**src/rtl/gate_test_pkg.sv**
```systemverilog
// Shared definitions for the AND gate truth-table sequencer.
//   state_t  : sequencer FSM encoding (IDLE=0, SETTLE=1, SAMPLE=2, DONE=3)
//   MaxNIn   : largest supported number of gate inputs
//   exp_and  : expected AND of the low `width` bits of a vector
package gate_test_pkg;

    localparam int unsigned MaxNIn = 8;

    typedef enum logic [1:0] {
        StIdle   = 2'd0,
        StSettle = 2'd1,
        StSample = 2'd2,
        StDone   = 2'd3
    } state_t;

    function automatic logic exp_and(input logic [MaxNIn-1:0] vec, input int unsigned width);
        logic r;
        r = 1'b1;
        for (int unsigned i = 0; i < MaxNIn; i++) begin
            if (i < width) r = r & vec[i];
        end
        return r;
    endfunction

endpackage

```
**src/rtl/settle_counter.sv**
```systemverilog
// Loadable down-counter with a zero flag, used to time the vector settle window.
//   clk      : rising-edge clock
//   rst_n    : asynchronous active-low reset (count cleared to 0)
//   load     : load load_val (takes priority over dec)
//   load_val : value to load
//   dec      : decrement by one
//   zero     : count is zero
module settle_counter #(
    parameter int unsigned WIDTH = 2
) (
    input  logic             clk,
    input  logic             rst_n,
    input  logic             load,
    input  logic [WIDTH-1:0] load_val,
    input  logic             dec,
    output logic             zero
);

    logic [WIDTH-1:0] cnt_q;

    always_ff @(posedge clk or negedge rst_n) begin
        if (!rst_n) begin
            cnt_q <= '0;
        end else if (load) begin
            cnt_q <= load_val;
        end else if (dec) begin
            cnt_q <= cnt_q - WIDTH'(1);
        end
    end

    assign zero = (cnt_q == '0);

endmodule

```
**src/rtl/and_truth_sequencer.sv**
```systemverilog
// Clocked stimulus/check stage for a combinational AND gate. On start it walks
// vec_out through all 2^N_IN vectors in ascending order, holds each for SETTLE
// cycles, samples gate_in for one cycle and counts mismatches against &vec_out.
//   clk        : rising-edge clock
//   rst_n      : asynchronous active-low reset
//   start      : run request (ignored while busy)
//   gate_in    : output of the gate under test
//   vec_out    : vector driven to the gate under test
//   busy       : run in progress
//   done       : run finished, held until next start
//   pass       : valid with done, 1 = no mismatches
//   err_cnt    : mismatch count of current/last run
//   result_map : sampled gate_in per vector
// Build option: define AND_TRUTH_LOG_EN to record result_map; otherwise it is tied to 0.
module and_truth_sequencer
    import gate_test_pkg::*;
#(
    parameter int unsigned N_IN   = 2,
    parameter int unsigned SETTLE = 2
) (
    input  logic                 clk,
    input  logic                 rst_n,
    input  logic                 start,
    input  logic                 gate_in,
    output logic [N_IN-1:0]      vec_out,
    output logic                 busy,
    output logic                 done,
    output logic                 pass,
    output logic [N_IN:0]        err_cnt,
    output logic [2**N_IN-1:0]   result_map
);

    localparam int unsigned     CntW    = $clog2(SETTLE) + 1;
    localparam logic [CntW-1:0] CntLoad = CntW'(SETTLE - 1);
    localparam logic [N_IN-1:0] VecLast = '1;

    state_t          state_q;
    logic [N_IN-1:0] vec_q;
    logic            busy_q;
    logic            done_q;
    logic            pass_q;
    logic [N_IN:0]   err_q;

    logic            run_start;
    logic            last_vec;
    logic            mismatch;
    logic [N_IN:0]   err_nxt;
    logic            cnt_load;
    logic            cnt_dec;
    logic            cnt_zero;

    always_comb begin
        run_start = ((state_q == StIdle) || (state_q == StDone)) && start;
        last_vec  = (vec_q == VecLast);
        mismatch  = (gate_in != exp_and(MaxNIn'(vec_q), N_IN));
        err_nxt   = err_q + (N_IN + 1)'(mismatch);
        cnt_load  = run_start || ((state_q == StSample) && !last_vec);
        cnt_dec   = (state_q == StSettle) && !cnt_zero;
    end

    settle_counter #(
        .WIDTH (CntW)
    ) u_settle_counter (
        .clk      (clk),
        .rst_n    (rst_n),
        .load     (cnt_load),
        .load_val (CntLoad),
        .dec      (cnt_dec),
        .zero     (cnt_zero)
    );

    always_ff @(posedge clk or negedge rst_n) begin
        if (!rst_n) begin
            state_q <= StIdle;
            vec_q   <= '0;
            busy_q  <= 1'b0;
            done_q  <= 1'b0;
            pass_q  <= 1'b0;
            err_q   <= '0;
        end else begin
            unique case (state_q)
                StIdle, StDone: begin
                    if (start) begin
                        state_q <= StSettle;
                        vec_q   <= '0;
                        busy_q  <= 1'b1;
                        done_q  <= 1'b0;
                        pass_q  <= 1'b0;
                        err_q   <= '0;
                    end
                end
                StSettle: begin
                    if (cnt_zero) state_q <= StSample;
                end
                StSample: begin
                    err_q <= err_nxt;
                    if (last_vec) begin
                        // vec_out stays at all-ones while DONE
                        state_q <= StDone;
                        busy_q  <= 1'b0;
                        done_q  <= 1'b1;
                        pass_q  <= (err_nxt == '0);
                    end else begin
                        state_q <= StSettle;
                        vec_q   <= vec_q + N_IN'(1);
                    end
                end
                default: state_q <= StIdle;
            endcase
        end
    end

    assign vec_out = vec_q;
    assign busy    = busy_q;
    assign done    = done_q;
    assign pass    = pass_q;
    assign err_cnt = err_q;

`ifdef AND_TRUTH_LOG_EN
    logic [2**N_IN-1:0] map_q;

    always_ff @(posedge clk or negedge rst_n) begin
        if (!rst_n) begin
            map_q <= '0;
        end else if (run_start) begin
            map_q <= '0;
        end else if (state_q == StSample) begin
            map_q[vec_q] <= gate_in;
        end
    end

    assign result_map = map_q;
`else
    assign result_map = '0;
`endif

endmodule
```
**config.mk**
```make
export PLATFORM = sky130hd
export DESIGN_NAME = and_truth_sequencer
export DESIGN_NICKNAME = d
export VERILOG_FILES = /design/src/rtl/gate_test_pkg.sv /design/src/rtl/settle_counter.sv /design/src/rtl/and_truth_sequencer.sv
export SDC_FILE = /design/constraint.sdc
export NUM_CORES = 1
export LEC_CHECK = 0
export BUFFER_PORTS_ARGS = -buffer_cell sky130_fd_sc_hd__clkbuf_2
export CORE_UTILIZATION = 40
export CTS_BUF_LIST = sky130_fd_sc_hd__clkbuf_8
export DETAILED_ROUTE_END_ITERATION = 8
export PLACE_DENSITY_LB_ADDON = 0.15
export SKIP_LAST_GASP = 1
export SYNTH_ARGS = -nofsm -noshare
export SYNTH_HDL_FRONTEND = slang
export SYNTH_SLANG_ARGS = --single-unit
```
**constraint.sdc**
```tcl
create_clock -name clk -period 5.1 [get_ports clk]
set_clock_uncertainty 0.2 [all_clocks]
set_input_delay 0.255 -clock clk [delete_from_list [all_inputs] [get_ports clk]]
set_output_delay 0.255 -clock clk [all_outputs]
set_load 0.05 [all_outputs]
```
==> results of run 1 <==
==> state kept, by name, indices dropped and copies added, names as in the netlist <==
register / cells
busy: 1
err_cnt: 3
state_q: 2
pass: 1
done: 1
vec_out: 2
u_settle_counter.cnt_q: 2
==> stage by stage <==
stage / utilization (%) / setup slack [ns] / hold WS (ns)
5_1_grt: 50.31 / 2.777 / 0.2303
2_1_floorplan: - / 2.827 / -0.2406
3_3_place_gp: 46.74 / 3.025 / -0.03112
6_report: 50.31 / 2.939 / 0.1999
4_1_cts: 50.31 / 2.931 / 0.2009
3_5_place_dp: 46.74 / 2.970 / -0.03456
==> cell type report <==
cell class              count  area share, %
clock buffers               4          6.011
repair buffers             12          7.104
flip-flops and latches     12          32.79
multi-input cells          60          48.63
inverters                   5          2.049
well taps                  25          3.415
==> worst register-to-register path, cell delays in order (launching register included) <==
cell                       delay (ns)
sky130_fd_sc_hd__dfrtp_1         0.42
sky130_fd_sc_hd__ha_1            0.33
sky130_fd_sc_hd__xor2_1          0.19
sky130_fd_sc_hd__ha_1            0.21
sky130_fd_sc_hd__ha_1            0.22
sky130_fd_sc_hd__xnor2_1         0.22
sky130_fd_sc_hd__a32oi_1         0.13
sky130_fd_sc_hd__o211ai_1        0.16
==> cell usage after synthesis <==
library cell / count / area share (%)
sky130_fd_sc_hd__xor2_1: 1 / 1.1
sky130_fd_sc_hd__nand4_1: 1 / 0.77
sky130_fd_sc_hd__conb_1: 1 / 0.46
sky130_fd_sc_hd__nand2b_1: 1 / 0.77
sky130_fd_sc_hd__nand2b_2: 1 / 1.1
sky130_fd_sc_hd__a32oi_1: 1 / 1.1
sky130_fd_sc_hd__nor2b_1: 3 / 2.3
sky130_fd_sc_hd__nor3b_2: 1 / 1.5
sky130_fd_sc_hd__xnor2_1: 2 / 2.2
sky130_fd_sc_hd__o21ai_0: 2 / 1.2
sky130_fd_sc_hd__nand2_1: 6 / 2.8
sky130_fd_sc_hd__and2b_2: 2 / 2.2
sky130_fd_sc_hd__buf_4: 5 / 4.6
sky130_fd_sc_hd__o221ai_1: 3 / 3.2
sky130_fd_sc_hd__and2_2: 1 / 0.92
sky130_fd_sc_hd__nor2_1: 3 / 1.4
sky130_fd_sc_hd__mux2i_1: 5 / 6.2
sky130_fd_sc_hd__a32o_1: 2 / 2.5
sky130_fd_sc_hd__a21oi_1: 7 / 4.3
sky130_fd_sc_hd__ha_1: 7 / 11
sky130_fd_sc_hd__o211ai_1: 1 / 0.92
sky130_fd_sc_hd__o2bb2ai_1: 1 / 1.1
sky130_fd_sc_hd__inv_1: 5 / 2.3
sky130_fd_sc_hd__dfrtp_1: 12 / 37
sky130_fd_sc_hd__and2_4: 1 / 1.1
sky130_fd_sc_hd__buf_6: 1 / 1.4
sky130_fd_sc_hd__a22oi_1: 1 / 0.92
sky130_fd_sc_hd__and2_1: 1 / 0.77
sky130_fd_sc_hd__a31oi_1: 1 / 0.77
sky130_fd_sc_hd__buf_2: 2 / 1.2
sky130_fd_sc_hd__a221o_1: 1 / 1.2
==> report_power, final <==
group | total [mW] | switching, mW | internal [mW]
clock | 0.105 | 0.0372 | 0.0683
sequential | 0.140 | 0.0197 | 0.120
combinational | 0.250 | 0.162 | 0.0883
==> layer usage <==
| layer | up-vias | GRT usage [%] | share of wire (%) |
|---|---|---|---|
| met4 | 0 | 3.429 | 0 |
| met1 | 287 | 20.19 | 49 |
| li1 | 306 | - | - |
| met5 | - | 0 | 0 |
| met2 | 19 | 26.94 | 45 |
| met3 | 0 | 8.077 | 5.6 |
==> how the worst min path moves through the flow <==
stage	slack [ns]	cells after the start	endpoint	startpoint
2_1_floorplan	-0.24	0	busy$_DFFE_PN0P_	rst_n
3_3_place_gp	-0.03	1	err_cnt[1]$_DFFE_PN0P_	rst_n
3_5_place_dp	-0.03	1	err_cnt[0]$_DFFE_PN0P_	rst_n
4_1_cts	0.20	3	pass$_DFFE_PN0P_	start
5_1_grt	0.23	3	pass$_DFFE_PN0P_	start
6_report	0.20	3	u_settle_counter.cnt_q[0]$_DFFE_PN0P_	start
==> kinds of logic after synthesis <==
kind of cell,Yosys count,share of synthesized area (%)
AND/OR/NAND/NOR,21,15.56
XOR/XNOR,3,3.236
flip-flops,12,36.98
adder cells (fa/ha/maj),7,10.79
AO/OA/AOI/OAI,20,17.26
other,1,0.4618
multiplexers,5,6.164
buffers and inverters,13,9.554
==> impl_summary.log, run 1 <==
[metrics] status: completed
[metrics] total clock buffers created by CTS: 3
[metrics] placer's final routability congestion estimate: 0.7337
[metrics] antenna violations before repair: 0
[metrics] post-route clock period utilization: 42.36%
[metrics] path type of the worst setup path: reg -> reg
[metrics] Antenna diodes: 0
[metrics] count of placed standard cells in the final layout, fillers left out: 118
[metrics] CTS Hold Buffers Added: 1
[metrics] overflow left after global routing: 0
[metrics] Worst Reg-to-Reg Cells: 7
[metrics] Fin Setup TNS: 0 ns
[metrics] setup repair after global routing missed its margin: false
[metrics] post-CTS setup buffer count: 0
[metrics] Resize count post-CTS: 0
[metrics] Cell Pwr Density: 541.0 mW/mm²
[metrics] post-layout min period: 2.161 ns
[metrics] proportion of synthesized chip area in sequential cells: 36.98%
[metrics] Total Wirelength: 1518 µm
[metrics] Cell Rows: 15
[metrics] Layout fillers: 184
[metrics] Slowest Stage Delay on Critical Path: 0.42 ns
[metrics] placeable core area: 0.001821 mm²
[metrics] post-DP HPWL: 1067 µm
[metrics] commonest non-fill, non-tap cells in the layout: sky130_fd_sc_hd__dfrtp_1 (12), sky130_fd_sc_hd__clkbuf_2 (11), sky130_fd_sc_hd__a21oi_1 (7), sky130_fd_sc_hd__ha_1 (7), sky130_fd_sc_hd__nand2_1 (6)
[metrics] Die Y-Extent: 47.06 µm
[metrics] Yosys Warn Count: 0
[metrics] slowest library cell on the worst path: sky130_fd_sc_hd__dfrtp_1
[metrics] cell type with the highest occurrence count on the critical path: sky130_fd_sc_hd__ha_1
[metrics] Die Width: 47.06 µm
[metrics] Critical Path Start: vec_out[0]$_DFFE_PN0P_
[metrics] Post-Synthesis Cells: 82
[metrics] number of top-level design ports: 16
[metrics] port buffer count: 11
[metrics] layout overhead on the synthesized area: 12.79%
[metrics] antenna violation net count after detailed routing: 0
[metrics] leak pwr: 0.4321 nW
[metrics] vias: 612
[metrics] leading cell type in the layout, fill and taps excluded: sky130_fd_sc_hd__dfrtp_1
[metrics] CTS root buffer: sky130_fd_sc_hd__clkbuf_8
[metrics] clock input transition at the sequential cells of the worst setup and hold paths: 0.06 ns
[metrics] drt first-iter violations: 6
[metrics] clock latency on the worst-skew pair: 0.24 ns
[metrics] worst setup path endpoint: pass$_DFFE_PN0P_
[metrics] post-route total power: 0.4955 mW
[metrics] Synth Register Bits: 12
[metrics] clock net sink count: 12
[metrics] Fmax achieved: 462.8 MHz
[metrics] vias per cell: 5.186
[metrics] Worst setup SP type: flip-flop
[metrics] aggregate global-route resource usage: 16.64%
[metrics] final routed DRC violation total: 0
[metrics] global-route wire length before repair: 2477 µm
[metrics] Worst Path Arrival: 2.12 ns
[metrics] final-report hold violation count: 0
[metrics] footprint of the multi-input gates: 445.4 µm²
[metrics] Clock Tree Buf Depth: 2
[metrics] maximum vdd ir drop: 0.2522 mV
[metrics] area of all placed cells without fillers: 915.9 µm²
[metrics] CTS tree: done
[metrics] NumNets Final: 105
[metrics] final setup violation count: 0
[metrics] placed inst area: 850.8 µm²
[metrics] CP Buf/Inv Count: 0
[metrics] crit path max fanout: 9
[metrics] floorplan die area: 0.002214 mm²
[metrics] cell chain of the critical path: ha_1 > xor2_1 > ha_1 > ha_1 > xnor2_1 > a32oi_1 > o211ai_1
[metrics] synthesized cell area: 812.0 µm²
[metrics] layout cell share with drive strength beyond 1: 22.58%
[metrics] average cell area after synthesis: 9.903 µm²
[metrics] Placed Cells incl. Taps: 113
[metrics] synth unique cells: 31
[metrics] Data required, critical path: 5.06 ns
[metrics] Routed WL per cell: 12.86 µm
[metrics] register-to-register path setup slack: 2.94 ns
[metrics] beginning of the worst register-to-register path: vec_out[0]$_DFFE_PN0P_
[metrics] max-cap violation count: 0
[metrics] initial core utilization: 44.60%
[metrics] pins over their slew limit: 0
[metrics] endpoint of the worst-slack reg-to-reg timing path: pass$_DFFE_PN0P_
[metrics] type of the tightest min-delay check: in -> reg
[metrics] sequential cell area in the final layout: 300.3 µm²
[metrics] kind of cell with the highest combined delay on the critical path: adder cells
[metrics] largest net degree at the start of global routing: 13
[metrics] via count of the first global-routing pass: 561
[metrics] number of levels the H-tree was split into: 1
[metrics] Levels on crit path: 7
[metrics] endpoint type of the worst setup path: flip-flop
[metrics] DR pass1 iterations: 4
Note: power is estimated with default switching activity, not from simulation.
==> inputs of run 2 (changes only) <==
Clock period 5.1 ns to 2.25 ns, I/O delays scaled along.
==> impl_summary.log, run 2 (synthesized netlist as in run 1, its figures left out) <==
[metrics] number of top-level design ports: 16 (unchanged)
[metrics] Worst Reg-to-Reg Cells: 7 (unchanged)
[metrics] endpoint of the worst-slack reg-to-reg timing path: pass$_DFFE_PN0P_
[metrics] layout overhead on the synthesized area: 14.79%
[metrics] pins over their slew limit: 0 (unchanged)
[metrics] final-report hold violation count: 0 (unchanged)
[metrics] Fin Setup TNS: 0 ns (unchanged)
[metrics] Clock Tree Buf Depth: 2 (unchanged)
[metrics] max reg flops: 3 (unchanged)
[metrics] post-layout min period: 2.043 ns (-0.1181 ns)
[metrics] Global Route met1 Usage: 25.18% (+5.0 points)
[metrics] leak pwr: 0.4410 nW (+2.1%)
[metrics] cell type with the highest occurrence count on the critical path: sky130_fd_sc_hd__ha_1
[metrics] slowest library cell on the worst path: sky130_fd_sc_hd__dfrtp_2
[metrics] post-route clock period utilization: 90.78% (+48 points)
[metrics] clock input transition at the sequential cells of the worst setup and hold paths: 0.06 ns (about the same)
[metrics] placer's final routability congestion estimate: 0.8030 (+9.4%)
[metrics] register-to-register path setup slack: 0.21 ns (-2.73 ns)
[metrics] Cell Pwr Density: 1237 mW/mm² (+130%)
[metrics] type of the tightest min-delay check: in -> reg
[metrics] area of all placed cells without fillers: 932.1 µm² (+1.8%)
[metrics] placeable core area: 0.001821 mm² (unchanged)
[metrics] drt first-iter violations: 6 (unchanged)
[metrics] initial core utilization: 44.60% (unchanged)
[metrics] Die Y-Extent: 47.06 µm (unchanged)
[metrics] antenna violation net count after detailed routing: 0 (unchanged)
[metrics] beginning of the worst register-to-register path: vec_out[0]$_DFFE_PN0P_
[metrics] cell chain of the critical path: ha_1 > xor2_1 > ha_1 > ha_1 > xnor2_1 > a32oi_1 > o211ai_1
[metrics] CTS root buffer: sky130_fd_sc_hd__clkbuf_8
[metrics] CTS Hold Buffers Added: 1 (unchanged)
[metrics] final setup violation count: 0 (unchanged)
[metrics] max-cap violation count: 0 (unchanged)
[metrics] setup repair after global routing missed its margin: false
[metrics] post-CTS setup buffer count: 0 (unchanged)
[metrics] floorplan die area: 0.002214 mm² (unchanged)
[metrics] crit path max fanout: 6 (-3)
[metrics] commonest non-fill, non-tap cells in the layout: sky130_fd_sc_hd__dfrtp_1 (11), sky130_fd_sc_hd__clkbuf_2 (11), sky130_fd_sc_hd__a21oi_1 (7), sky130_fd_sc_hd__ha_1 (7), sky130_fd_sc_hd__nand2_1 (6)
[metrics] vias: 609 (-0.49%)
[metrics] Worst setup SP type: flip-flop
[metrics] via count of the first global-routing pass: 553 (-1.4%)
[metrics] NumNets Final: 107 (+1.9%)
[metrics] port buffer count: 11 (unchanged)
[metrics] clock latency on the worst-skew pair: 0.24 ns (about the same)
[metrics] path type of the worst setup path: reg -> reg
[metrics] number of levels the H-tree was split into: 1 (unchanged)
[metrics] GR Util met3: 5.769% (-2.3 points)
[metrics] antenna violations before repair: 0 (unchanged)
[metrics] most utilized layer in the global route result: met1
[metrics] maximum vdd ir drop: 0.7946 mV (+220%)
[metrics] post-layout worst setup margin: 0.2075 ns (-2.732 ns)
[metrics] clock net sink count: 12 (unchanged)
[metrics] DR pass1 iterations: 4 (unchanged)
[metrics] layout cell share with drive strength beyond 1: 25.26% (+2.7 points)
[metrics] Data required, critical path: 2.21 ns (-2.85 ns)
[metrics] total clock buffers created by CTS: 3 (unchanged)
[metrics] Die Width: 47.06 µm (unchanged)
[metrics] Resize count post-CTS: 0 (unchanged)
[metrics] Fmax achieved: 489.6 MHz (+5.8%)
[metrics] met2 track demand over resource in global routing: 23.89% (-3.1 points)
[metrics] Cells on Worst Hold Path: 3 (unchanged)
[metrics] status: completed
[metrics] endpoint type of the worst setup path: flip-flop
[metrics] global-route wire length before repair: 2559 µm (+3.3%)
[metrics] final routed DRC violation total: 0 (unchanged)
[metrics] overflow left after global routing: 0 (unchanged)
[metrics] Cell Rows: 15 (unchanged)
[metrics] Worst Hold Slack: 0.06424 ns (-0.1356 ns)
[metrics] aggregate global-route resource usage: 16.96% (+0.32 points)
[metrics] Antenna diodes: 0 (unchanged)
[metrics] endpoint of the worst hold path: u_settle_counter.cnt_q[0]$_DFFE_PN0P_
[metrics] Slowest Stage Delay on Critical Path: 0.43 ns (about the same)
[metrics] vias per cell: 5.075 (-2.1%)
[metrics] worst-case setup slack after placement: 0.2004 ns (-2.769 ns)
[metrics] startpoint of the worst hold path: start
[metrics] post-DP HPWL: 1182 µm (+11%)
[metrics] largest net degree at the start of global routing: 13 (unchanged)
[metrics] placed inst area: 867.1 µm² (+1.9%)
[metrics] CTS tree: done
[metrics] Worst Path Arrival: 2.00 ns (-0.12 ns)
[metrics] Total Wirelength: 1628 µm (+7.2%)
[metrics] Routed WL per cell: 13.57 µm (+5.5%)
[run 2: power by group]
part | switching (mW) | leakage [nW] | internal, mW
combinational | 0.376 | 0.260 | 0.218
clock | 0.0853 | 0.0288 | 0.155
sequential | 0.0454 | 0.152 | 0.274
[run 2: metal layers]
metal  share of wire (%)  wire length (µm)  up-vias
met5                   0                 0        -
met4                   0                 0        0
met3                 3.2                52        0
met2                  43               708       14
met1                  53               867      290
li1                    -                 -      305
[run 2: cell type report]
type	instances	area [µm²]
Clock buffer	4	55.05
Fill cell	189	888.4
Inverter	5	18.77
Multi-Input combinational cell	60	445.4
Sequential cell	12	301.5
Tap cell	25	31.28
Timing Repair Buffer	14	80.08
[run 2: worst max path at each step]
| stage | from | endpoint | slack [ns] | depth (start not counted) |
|---|---|---|---|---|
| after global routing | vec_out[0]$_DFFE_PN0P_ | pass$_DFFE_PN0P_ | 0.07 | 7 |
| after CTS | vec_out[0]$_DFFE_PN0P_ | pass$_DFFE_PN0P_ | 0.21 | 7 |
| after detailed placement | vec_out[0]$_DFFE_PN0P_ | pass$_DFFE_PN0P_ | 0.20 | 7 |
| after floorplan | vec_out[1]$_DFFE_PN0P_ | pass$_DFFE_PN0P_ | 0.002 | 8 |
| final | vec_out[0]$_DFFE_PN0P_ | pass$_DFFE_PN0P_ | 0.21 | 7 |
| after global placement | vec_out[0]$_DFFE_PN0P_ | pass$_DFFE_PN0P_ | 0.25 | 7 |
[run 2: metrics by stage]
stage | std cells | utilization (%) | power (mW)
after detailed placement | 115 | 47.63 | 0.9156
after global routing | 120 | 51.20 | 1.241
after global placement | 115 | 47.63 | 0.9025
final | 120 | 51.20 | 1.153
after floorplan | 85 | - | 0.7888
after CTS | 120 | 51.20 | 1.163
[run 2: worst max-delay path: cells and delay by family (launching register included)]
| kind | cells | cell delay [ns] |
|---|---|---|
| flops | 1 | 0.43 |
| fa+ha+maj | 3 | 0.62 |
| compound gates | 2 | 0.31 |
| xor+xnor | 2 | 0.39 |
